[src/rtl/arranque_pkg.sv]
// arranque_pkg: shared FSM/mode types and level-width helper for the multilevel ramp starter
// Contents: state_t (IDLE, RAMP_UP, RUN, RAMP_DOWN), mode_t (SLOW, FAST),
//           lvl_w(n) = bits needed to hold speed levels 0..n
package arranque_pkg;
    typedef enum logic [1:0] {IDLE, RAMP_UP, RUN, RAMP_DOWN} state_t;
    typedef enum logic {SLOW, FAST} mode_t;
    function automatic int lvl_w(input int n_levels);
        return $clog2(n_levels + 1);
    endfunction
endpackage

[src/rtl/prescaler_tick.sv]
// prescaler_tick: free-running divider producing a one-cycle tick every DIV clocks
// Ports: clk   - clock
//        reset - synchronous active-high reset, clears the counter
//        tick  - high for one cycle every DIV cycles (every cycle when DIV = 1)
module prescaler_tick #(
    parameter int DIV = 100000
) (
    input  logic clk,
    input  logic reset,
    output logic tick
);
    localparam int CW = DIV > 1 ? $clog2(DIV) : 1;
    localparam logic [CW-1:0] LAST = CW'(DIV - 1);
    logic [CW-1:0] r_cnt;
    always_ff @(posedge clk) begin
        if (reset) r_cnt <= '0;
        else r_cnt <= (r_cnt == LAST) ? '0 : r_cnt + 1'b1;
    end
    assign tick = r_cnt == LAST;
endmodule

[src/rtl/arranque_rampa_multinivel.sv]
// arranque_rampa_multinivel: multilevel soft-start motor ramp with fast/slow dwell and emergency off
// Ports: i_clk      - clock
//        i_reset    - synchronous active-high reset (beats fault and run requests)
//        i_rapido   - run request, fast ramp (wins over i_lento)
//        i_lento    - run request, slow ramp
//        i_fault    - level-sensitive emergency off
//        o_level    - current speed level, 0 = off, N_LEVELS = full
//        o_out_lvl  - one-hot of o_level (bit i <=> level i+1), zero when off
//        o_busy     - ramping up or down
//        o_at_speed - holding full speed
module arranque_rampa_multinivel
    import arranque_pkg::*;
#(
    parameter int N_LEVELS   = 3,
    parameter int TICK_DIV   = 100000,
    parameter int FAST_DWELL = 2,
    parameter int SLOW_DWELL = 8
) (
    input  logic                          i_clk,
    input  logic                          i_reset,
    input  logic                          i_rapido,
    input  logic                          i_lento,
    input  logic                          i_fault,
    output logic [lvl_w(N_LEVELS)-1:0]    o_level,
    output logic [N_LEVELS-1:0]           o_out_lvl,
    output logic                          o_busy,
    output logic                          o_at_speed
);
    localparam int LVL_W = lvl_w(N_LEVELS);
    localparam int MAXD = FAST_DWELL > SLOW_DWELL ? FAST_DWELL : SLOW_DWELL;
    localparam int DW_W = $clog2(MAXD + 1);
    localparam logic [LVL_W-1:0] L_PRE = LVL_W'(N_LEVELS - 1);
    localparam logic [LVL_W-1:0] L_MAX = LVL_W'(N_LEVELS);
    localparam logic [DW_W-1:0] FAST_LAST = DW_W'(FAST_DWELL - 1);
    localparam logic [DW_W-1:0] SLOW_LAST = DW_W'(SLOW_DWELL - 1);

    if (N_LEVELS < 2 || TICK_DIV < 1 || FAST_DWELL < 1 || SLOW_DWELL < 1) begin : g_bad_params
        $error("arranque_rampa_multinivel: illegal parameter values");
    end

    state_t           r_state, w_state_nx;
    mode_t            r_mode, w_mode_nx;
    logic [LVL_W-1:0] r_level, w_level_nx;
    logic [DW_W-1:0]  r_dwell, w_dwell_nx;
    logic             w_tick, w_req, w_last;

    prescaler_tick #(.DIV(TICK_DIV)) u_tick (
        .clk   (i_clk),
        .reset (i_reset),
        .tick  (w_tick)
    );

    assign w_req  = i_rapido | i_lento;
    // Dwell length comes from the latched mode, not the live inputs.
    assign w_last = r_dwell == (r_mode == FAST ? FAST_LAST : SLOW_LAST);

    always_comb begin
        w_state_nx = r_state;
        w_mode_nx  = r_mode;
        w_level_nx = r_level;
        w_dwell_nx = r_dwell;
        if (i_fault) begin
            w_state_nx = IDLE;
            w_level_nx = '0;
            w_dwell_nx = '0;
        end else begin
            case (r_state)
                IDLE: if (w_req) begin
                    w_state_nx = RAMP_UP;
                    w_mode_nx  = i_rapido ? FAST : SLOW;
                    w_level_nx = LVL_W'(1);
                    w_dwell_nx = '0;
                end
                RAMP_UP: if (!w_req) begin
                    w_state_nx = RAMP_DOWN;
                    w_dwell_nx = '0;
                end else if (r_level == L_MAX) begin
                    // Reversal caught right after RUN: already at full speed.
                    w_state_nx = RUN;
                end else if (w_tick) begin
                    w_dwell_nx = w_last ? '0 : r_dwell + 1'b1;
                    w_level_nx = w_last ? r_level + 1'b1 : r_level;
                    w_state_nx = (w_last && r_level == L_PRE) ? RUN : RAMP_UP;
                end
                RUN: if (!w_req) begin
                    w_state_nx = RAMP_DOWN;
                    w_dwell_nx = '0;
                end
                RAMP_DOWN: if (w_req) begin
                    w_state_nx = RAMP_UP;
                    w_mode_nx  = i_rapido ? FAST : SLOW;
                    w_dwell_nx = '0;
                end else if (w_tick) begin
                    w_dwell_nx = w_last ? '0 : r_dwell + 1'b1;
                    w_level_nx = w_last ? r_level - 1'b1 : r_level;
                    w_state_nx = (w_last && r_level == LVL_W'(1)) ? IDLE : RAMP_DOWN;
                end
                default: w_state_nx = IDLE;
            endcase
        end
    end

    always_ff @(posedge i_clk) begin
        if (i_reset) begin
            r_state <= IDLE;
            r_mode  <= SLOW;
            r_level <= '0;
            r_dwell <= '0;
        end else begin
            r_state <= w_state_nx;
            r_mode  <= w_mode_nx;
            r_level <= w_level_nx;
            r_dwell <= w_dwell_nx;
        end
    end

    assign o_level    = r_level;
    assign o_busy     = r_state == RAMP_UP || r_state == RAMP_DOWN;
    assign o_at_speed = r_state == RUN;
    for (genvar i = 0; i < N_LEVELS; i++) begin : g_onehot
        assign o_out_lvl[i] = r_level == LVL_W'(i + 1);
    end
endmodule

[config.mk]
export PLATFORM = sky130hd
export DESIGN_NAME = arranque_rampa_multinivel
export DESIGN_NICKNAME = d
export VERILOG_FILES = /design/src/rtl/arranque_pkg.sv /design/src/rtl/prescaler_tick.sv /design/src/rtl/arranque_rampa_multinivel.sv
export SDC_FILE = /design/constraint.sdc
export NUM_CORES = 1
export LEC_CHECK = 0
export CORE_ASPECT_RATIO = 0.9
export CORE_UTILIZATION = 50
export CTS_BUF_LIST = sky130_fd_sc_hd__clkbuf_2 sky130_fd_sc_hd__clkbuf_4 sky130_fd_sc_hd__clkbuf_8
export DETAILED_ROUTE_END_ITERATION = 10
export PLACE_DENSITY_LB_ADDON = 0.2
export SLEW_MARGIN = 25
export SYNTH_ARGS = -nofsm -noshare
export SYNTH_HDL_FRONTEND = slang
export SYNTH_HIERARCHICAL = 1
export SYNTH_SLANG_ARGS = --single-unit
[constraint.sdc]
create_clock -name i_clk -period 3 [get_ports i_clk]
set_input_delay 0.75 -clock i_clk [delete_from_list [all_inputs] [get_ports i_clk]]
set_output_delay 0.75 -clock i_clk [all_outputs]
set_load 0.01 [all_outputs]
-- Word level (Yosys, flattened, before mapping)
Cells that the tools add are included.
- add/sub/neg operators: 4
- eq/ne operators: 20
- multiplexer cells: 28
- bitwise gates (word level): 2
- reduce and logical (&&, ||, !) cells: 12
- operators with widths (kind ; count):
    2-bit two-way mux ; 16
    4-bit two-way mux ; 7
    17-bit by 1-bit adder with 17-bit output, second input constant ; 1
    17-bit == test, second input constant ; 1
    4-bit case mux with 4 select lines ; 1
    2-bit inequality test, second input constant ; 7
    9-bit AND reduction ; 1
    2-bit == test, second input constant ; 4
    2-bit case mux with 4 select lines ; 1
    2-bit case mux with 3 select lines ; 1
    3-bit AND reduction ; 2
    2-bit OR reduction ; 3
    4-bit by 1-bit adder with 4-bit output, second input constant ; 1
    2-bit by 1-bit == test with 1-bit output, second input constant ; 2
    4-bit by 3-bit == test with 1-bit output ; 1
    2-bit by 1-bit inequality test with 1-bit output, second input constant ; 2
    4-bit by 3-bit inequality test with 1-bit output, second input constant ; 1
    4-bit AND reduction ; 1
    3-bit two-way mux ; 1
    3-bit by 2-bit inequality test with 1-bit output, second input constant ; 1
    3-bit inequality test, second input constant ; 1
    3-bit nonzero test ; 1
    2-bit by 1-bit adder with 2-bit output, second input constant ; 1
    1-bit logical AND ; 2
    other kinds (6) ; 6
- register bits: 26
- word-level logic and storage cells: 71

-- Longest topological paths before layout
- depth in word-level cells: 8
- mapped depth: 8

-- Hierarchy
The synthesis kept the hierarchy.
- modules (own cells, without submodules) (module ; instances ; cells an instance ; area an instance (µm²) ; seq. area each (µm²)):
    arranque_rampa_multinivel ; 1 ; 96 ; 793.3 ; 180.2
    prescaler_tick ; 1 ; 87 ; 767.0 ; 340.3

-- Least setup slack after synthesis
OpenSTA, ideal clock, no wires.
- path type: register -> register
- start point: register u_tick.r_cnt[8]
- end point: register r_level[1] (netlist: o_level[1])
- library setup time: 86 ps
- data arrival time: 2135 ps
- required time: 2914 ps
- path slack: 780 ps
- stages on the path, launching flop included: 8
- clock period less this slack: 2220 ps
- cells stage by stage: dfxtp_1 > or4b_1 > nor4_2 > nor2b_1 > o2111ai_1 > a31oi_1 > nor2_1 > a211oi_1
- longest elaborated chain between the ends: 3
- elaborated cells between the ends (all ways): 4
- RTL lines (element ; line ; source):
    start: declaration ; prescaler_tick.sv:14 ; logic [CW-1:0] r_cnt;
    start signal: assignment ; prescaler_tick.sv:17 ; else r_cnt <= (r_cnt == LAST) ? '0 : r_cnt + 1'b1;
    17-bit == test (*) ; prescaler_tick.sv:19 ; assign tick = r_cnt == LAST;
    named net w_tick ; arranque_rampa_multinivel.sv:45 ; logic w_tick, w_req, w_last;
    2-bit by 1-bit inequality test with 1-bit output (no source line) ; n/a ;
    9-bit AND reduction (no source line) (*) ; n/a ;
    end signal: assignment ; arranque_rampa_multinivel.sv:112 ; r_level <= w_level_nx;
    end: declaration ; arranque_rampa_multinivel.sv:43 ; logic [LVL_W-1:0] r_level, w_level_nx;
Mark *: on every way through the listed nets, which the timed path passes. The rest lies on a longest branch.
A chain may end at the register's enable or synchronous reset.

-- Worst setup path in the final report
- start point: register r_state[1]
- end point: output o_busy
- longest elaborated chain between the ends: 2
- elaborated cells between the ends (all ways): 3
- RTL lines (element ; line ; source):
    start: declaration ; arranque_rampa_multinivel.sv:41 ; state_t r_state, w_state_nx;
    start signal: assignment ; arranque_rampa_multinivel.sv:110 ; r_state <= w_state_nx;
    2-bit by 1-bit == test with 1-bit output / 2-bit == test (equally long branches) ; arranque_rampa_multinivel.sv:118 ; assign o_busy = r_state == RAMP_UP || r_state == RAMP_DOWN;
    1-bit logical OR (*) ; arranque_rampa_multinivel.sv:118 ;
    end: declaration ; arranque_rampa_multinivel.sv:26 ; output logic o_busy,
Mark *: on every way between the ends. The rest lies on a longest branch, timed or not.

==> results.md <==
* Critical path type: reg -> out
* Minimum clock period at 2.70 ns
* Reg2Reg Setup Slack at 0.61 ns
* Critical path capture point: o_busy
* Syn_area_per_cell at 8.53 um2
* PostCTS Resize Cnt at 0
* F_max at about 370 MHz
* Total core area at 2860 um2
* Total Wirelength at 3080 um
* Part of the Yosys area used for sequential elements at 33.4%
* TritonCTS clock tree: yes
* Area grow syn2layout at 7.94%
* CP Capture Type: primary output
* Post-synthesis simple-gate area fraction at 26.8%
* Wire length per cell at around 13 um
* Yosys reg bits at 26
* Compound-Gate Fraction of Synth Area at approximately 14%
* Vias at 1,295
* Initial Util at 54.5%
* Drt initial violations at 44
* Largest net degree at the start of global routing at 17
* Min-Delay Path Class: reg -> reg
* Final Hold Viols at 0
* Path depth of the worst reg2reg path at 8
* Antenna violations before repair at 0
* Pwr dens at between 300 and 400 nW/um2
* Final Cycle Share at 89.9%
* Die area at around 3300 um2
* Yosys top cell by area: dfxtp_1
* Count of distinct cell types in the synthesized netlist at 48
* Setup violators final at 0
* Total GRT Usage at 20.8%
* Xor and xnor area share after synthesis at 8.42%
* Routed wl met3 at 148 um
* Die Wd at about 61 um
* Top post-synthesis cells by area: dfxtp_1 (33%), ha_1 (8.0%), xnor2_1 (6.7%)
* Final ANT Viol Nets at 0
* Synthesis Warnings at 6
* CP max FO at 9
* CTS max path bufs at 2
* Crit path launch: r_state[1]
* CTS H-Tree Depth at 1
* Top-area cell type share of the netlist area at 33.4%
* Worst-path clk slew at 0.13 ns
* Startpoint class of the critical path: register
* Largest family of logic cells by synthesized area: simple AND/OR/NAND/NOR gates
* Max-slew violation count at 0
* Clk root buf: clkbuf_4
* Drt via density at 5.61
* Setup Skew at 0.00755 ns
* Postcts setup bufs at 0
* R2r startpoint: u_tick/r_cnt[0]
* Syn_nets at between 150 and 200
* Final core occ at 58.9%
* First-pass GRT wire length at around 5000 um
* Final #Nets at ~210
* Leak at ~0.57 nW
* Vias in the first global route at 1,084
* Top sig layer: met4
* Total CTS buffers at 3
* Mapped Cells at 183
* Gpl congestion at 0.876
* Post-synthesis cell area at about 1600 um2
* DRC errors left at 0
* First-pass DRT Iterations at 5
* TNS Setup at 0 ns
* RSZ-0062 raised after global routing: false
* WP data required at approximately 2.3 ns
* Skew-Pair Late Insertion Delay at 0.33 ns
* WL met2 at 1240 um
* Placed wire-length estimate at 2300 um
* Reg2reg end: o_level[1]
* Maximum vdd drop at 0.000291 V
* Max Cap Viol at 0
* Clock Sinks at 26
* Outcome: finished clean
* Worst Tran Pin Value at 0.555 ns
* I/O Pins at 12
* Port Buffers at 11
* Hold Buf Count CTS at 0
* Post-Route M1 WL at 1640 um
* Crit path DAT at between 1.5 and 2 ns
* Die Ht at 55.0 um
* Relative slew margins at 63.0%
* Diode count at 0
* Row Count at 18
* Grt ovf at 0
* Share of cells above drive strength 1 at under 10%
* Post-synthesis mux area share at 2.65%
* Adder-Cell Fraction of Synth Area at 8.02%
-- cell usage in the layout (no fill, tap or decap), types with 3 or more instances in the layout --
cell | synthesis | layout
nor2_1 | 27 | 27
clkbuf_4 | 0 | 3
xnor2_1 | 12 | 12
xor2_1 | 3 | 3
dfxtp_1 | 26 | 26
ha_1 | 10 | 10
o21ai_0 | 5 | 5
mux2i_1 | 3 | 3
a21oi_1 | 7 | 7
clkdlybuf4s50_1 | 0 | 11
nand2_1 | 10 | 10
nand3_1 | 7 | 7
nor3_1 | 6 | 6
nand4_1 | 7 | 7
nor4_1 | 5 | 5
inv_1 | 12 | 12
-- cell families after synthesis --
logic type,after synthesis
simple gates,79
compound gates,30
flops,26
buf+inv,19
xor+xnor,15
fa+ha+maj,10
mux,4
-- through the flow --
stage	setup WS (ns)	cells	cell area (um2)	hold WS, ns	total power, W
after global routing	0.220	231	1680	0.519	0.000611
final	0.302	231	1680	0.500	0.000586
after global placement	0.438	228	1660	0.439	0.000438
after floorplan	0.780	183	1560	0.429	0.000419
after CTS	0.287	231	1680	0.503	0.000590
after detailed placement	0.360	228	1660	0.473	0.000440
-- cell usage after synthesis, drive strengths merged --
cell type	count
nor2b	2
or2	3
nand4	7
xnor2	12
inv	12
o32ai	1
nor4	6
a311oi	1
a221oi	1
or4b	2
xor2	3
and3b	1
nor3b	1
o21bai	1
or3	1
a21o	1
nor2	28
dfxtp	26
or4	3
a31oi	1
mux2i	3
nor3	6
mux2	1
nand3	7
a22oi	2
nand2	11
o41ai	1
a21boi	1
buf	5
o21ba	1
a211oi	1
and2b	1
ha	10
o2111ai	2
o21ai	6
a21oi	8
clkbuf	2
o21a	1
a2111oi	1
-- worst max-delay path, stage by stage, from the launching register on --
cell,delay [ns]
dfxtp_1,0.40
inv_1,0.10
ha_1,0.30
or2_2,0.33
clkdlybuf4s50_1,0.48
-- cell type report --
class | count | area, um2
Tap cell | 40 | 50.0
Fill cell | 271 | 1180
Clock buffer | 3 | 22.5
Inverter | 12 | 45.0
Multi-Input combinational cell | 138 | 928
Sequential cell | 26 | 520
Timing Repair Buffer | 12 | 118
-- power breakdown --
group          internal [W]  total (W)  switching (W)
Sequential         0.000352   0.000360     0.00000742
Combinational     0.0000330  0.0000742      0.0000411
Clock             0.0000473   0.000152       0.000104
-- state kept, by name, indices dropped and copies added, names as in the netlist --
register	flops
u_tick/r_cnt	17
r_dwell	4
o_level	2
r_state	2
r_mode	1
-- metal layers --
| layer | track usage [%] | vias up |
|---|---|---|
| li1 | - | 662 |
| met2 | 29.3 | 32 |
| met5 | 0 | - |
| met4 | 9.09 | 0 |
| met1 | 30.5 | 596 |
| met3 | 4.19 | 5 |
-- how the worst min path moves through the flow --
stage                     cells past startpoint  slack [ns]       startpoint               to
final                                         1        0.50  u_tick/r_cnt[0]  u_tick/r_cnt[0]
after global routing                          1        0.52  u_tick/r_cnt[0]  u_tick/r_cnt[0]
after CTS                                     1        0.50  u_tick/r_cnt[0]  u_tick/r_cnt[0]
after detailed placement                      1        0.47  u_tick/r_cnt[0]  u_tick/r_cnt[0]
after global placement                        1        0.44  u_tick/r_cnt[0]  u_tick/r_cnt[0]
after floorplan                               1        0.43  u_tick/r_cnt[0]  u_tick/r_cnt[0]
(Power assumes the default switching activity.)
==> edit, RTL diff (same flow settings) <==
Add an input register stage for `i_rapido`, `i_lento` and `i_fault`; this delays them by one clock.
--- a/src/rtl/arranque_rampa_multinivel.sv
+++ b/src/rtl/arranque_rampa_multinivel.sv
@@ -34,6 +34,16 @@
     localparam logic [DW_W-1:0] FAST_LAST = DW_W'(FAST_DWELL - 1);
     localparam logic [DW_W-1:0] SLOW_LAST = DW_W'(SLOW_DWELL - 1);
 
+    logic i_rapido_q;
+    logic i_lento_q;
+    logic i_fault_q;
+
+    always_ff @(posedge i_clk) begin
+        i_rapido_q <= i_rapido;
+        i_lento_q  <= i_lento;
+        i_fault_q  <= i_fault;
+    end
+
     if (N_LEVELS < 2 || TICK_DIV < 1 || FAST_DWELL < 1 || SLOW_DWELL < 1) begin : g_bad_params
         $error("arranque_rampa_multinivel: illegal parameter values");
     end
@@ -50,7 +60,7 @@
         .tick  (w_tick)
     );
 
-    assign w_req  = i_rapido | i_lento;
+    assign w_req  = i_rapido_q | i_lento_q;
     // Dwell length comes from the latched mode, not the live inputs.
     assign w_last = r_dwell == (r_mode == FAST ? FAST_LAST : SLOW_LAST);
 
@@ -59,7 +69,7 @@
         w_mode_nx  = r_mode;
         w_level_nx = r_level;
         w_dwell_nx = r_dwell;
-        if (i_fault) begin
+        if (i_fault_q) begin
             w_state_nx = IDLE;
             w_level_nx = '0;
             w_dwell_nx = '0;
@@ -67,7 +77,7 @@
             case (r_state)
                 IDLE: if (w_req) begin
                     w_state_nx = RAMP_UP;
-                    w_mode_nx  = i_rapido ? FAST : SLOW;
+                    w_mode_nx  = i_rapido_q ? FAST : SLOW;
                     w_level_nx = LVL_W'(1);
                     w_dwell_nx = '0;
                 end
@@ -88,7 +98,7 @@
                 end
                 RAMP_DOWN: if (w_req) begin
                     w_state_nx = RAMP_UP;
-                    w_mode_nx  = i_rapido ? FAST : SLOW;
+                    w_mode_nx  = i_rapido_q ? FAST : SLOW;
                     w_dwell_nx = '0;
                 end else if (w_tick) begin
                     w_dwell_nx = w_last ? '0 : r_dwell + 1'b1;
Function: changed (Yosys sat finds a counterexample within 4 cycles, from zero or initial values and one cycle with i_reset high).
==> edit against the original RTL <==
- die area grew 3.5%
- power grew 19%
- cell area grew 6.3%
- routed wire length grew 6.6%
- setup slack lost 2.0 ps
- sequential cell count grew 3
- via count grew 5.5%
- global-route usage grew 0.41 points
- non-clock buffer count is the same
- register-to-register slack lost 100 ps
- critical path type unchanged
- synthesized area grew 3.6%
==> edit: results <==
set metrics [dict create \
    run_status "finished clean" \
    synthXorXnorAreaFrac_pct 8.13 \
    endpoint_kind "output pin" \
    fin_worst_skew_ps 2.74 \
    grt_pass1_vias 1236 \
    synthDistinctLibCells 44 \
    rrSetupSlack_ps 510 \
    synthTopCellsByCount "29 x dfxtp_1, 26 x nor2_1, 14 x xnor2_1" \
    gp_congestion 0.880 \
    synth-edff-count 0 \
    grt_pass1_wl_um 5470 \
    power.leakage_nw 0.609 \
    io_buffers 11 \
    reg2reg_to "r_state[0]" \
    synthAdderAreaFrac_pct 7.74 \
    r2r_cells 7 \
    synth-compound-area-share_pct 16.8 \
    wire_per_inst_um 13.8 \
    synth.area.top_cells "dfxtp_1 36%, ha_1 7.7%, xnor2_1 7.6%" \
    grt.total_usage_pct 21.3 \
    place_hpwl_um 2410 \
    clockBufferDepth 2 \
    htree_num_levels 2 \
    drive_gt1_share_pct 10.2 \
    dr.pass1.iters 4 \
    period_minus_slack_ps 2700 \
    r2r_start "u_tick/r_cnt[11]" \
    ys_seq_area_share_pct 35.9 \
    crit_end "o_busy" \
    routed_via_density 5.74 \
    drt_iter0_markers 83 \
    clk_latency_ps 300 \
    numCtsBuffers 5 \
    fin_nets 210 \
    cts_resized 0 \
    synthesis.nets 197 \
    min_path_type "flip-flop to flip-flop" \
    cts-root-buf "clkbuf_4" \
    path_clk_slew_ps 90 \
    max_slew_margin_pct 63.0 \
    cp_slowest_stage_delay_ps 510 \
    synthCells 182 \
    post_cts_buffers 0 \
    post-place-ws_ps 547 \
    crit_family "buffers and inverters" \
    grt_max_degree 17 \
    critPathMaxFanout 10 \
    irDropWorstVdd_v 0.000348 \
    cp_slowest_cell "clkdlybuf4s50_1" \
    nFillCells 272 \
    synthMuxAreaShare_pct 0 \
    ys_async_sr_fraction_pct 0 \
]
-- edit: how the worst min path moves through the flow --
| stage | startpoint | end | slack, ps | cells past startpoint |
|---|---|---|---|---|
| finish | u_tick/r_cnt[0] | u_tick/r_cnt[0] | 490 | 1 |
| global route | u_tick/r_cnt[0] | u_tick/r_cnt[0] | 530 | 1 |
| detailed placement | u_tick/r_cnt[0] | u_tick/r_cnt[0] | 480 | 1 |
| CTS | u_tick/r_cnt[0] | u_tick/r_cnt[0] | 500 | 1 |
| global placement | u_tick/r_cnt[0] | u_tick/r_cnt[0] | 440 | 1 |
| floorplan | u_tick/r_cnt[0] | u_tick/r_cnt[0] | 430 | 1 |
-- edit: logic make-up (layout without fill, tap and decap cells) --
group,Yosys count,after routing
buffers and inverters,16,30
adder cells (fa/ha/maj),10,10
AO/OA/AOI/OAI,35,35
XOR/XNOR,15,15
flip-flops,29,29
AND/OR/NAND/NOR,77,77
-- edit: power breakdown --
part	leakage (nW)	switching, W	internal, W
sequential	0.236	0.0000104	0.000394
clock	0.0354	0.000124	0.0000981
combinational	0.337	0.0000380	0.0000338
total	0.609	0.000172	0.000526
-- edit: layout make-up --
cell class | instances | share of cell area, %
sequential | 29 | 32.4
multi-input combinational | 137 | 52.9
timing repair buffer | 12 | 6.57
clock inverter | 2 | 0.559
tap | 42 | 2.94
clock buffer | 6 | 2.52
inverter | 10 | 2.10
-- edit: per-stage QoR --
step | hold slack, ps | power [W] | instance area [um^2] | instances | util, %
after floorplan | 429 | 0.000463 | 1620 | 182 | -
after global placement | 444 | 0.000481 | 1740 | 230 | 56.6
after detailed placement | 479 | 0.000485 | 1740 | 230 | 56.6
after CTS | 500 | 0.000707 | 1790 | 238 | 58.4
after global routing | 530 | 0.000735 | 1790 | 238 | 58.4
final | 490 | 0.000698 | 1790 | 238 | 58.4
-- edit: metal layers --
metal / global-route usage (%) / vias to the layer above / routed length [um]
li1: - / 689 / -
met1: 31.3 / 642 / 1600
met2: 30.9 / 33 / 1480
met3: 5.58 / 2 / 182
met4: 4.76 / 0 / 15
met5: 0 / - / 0
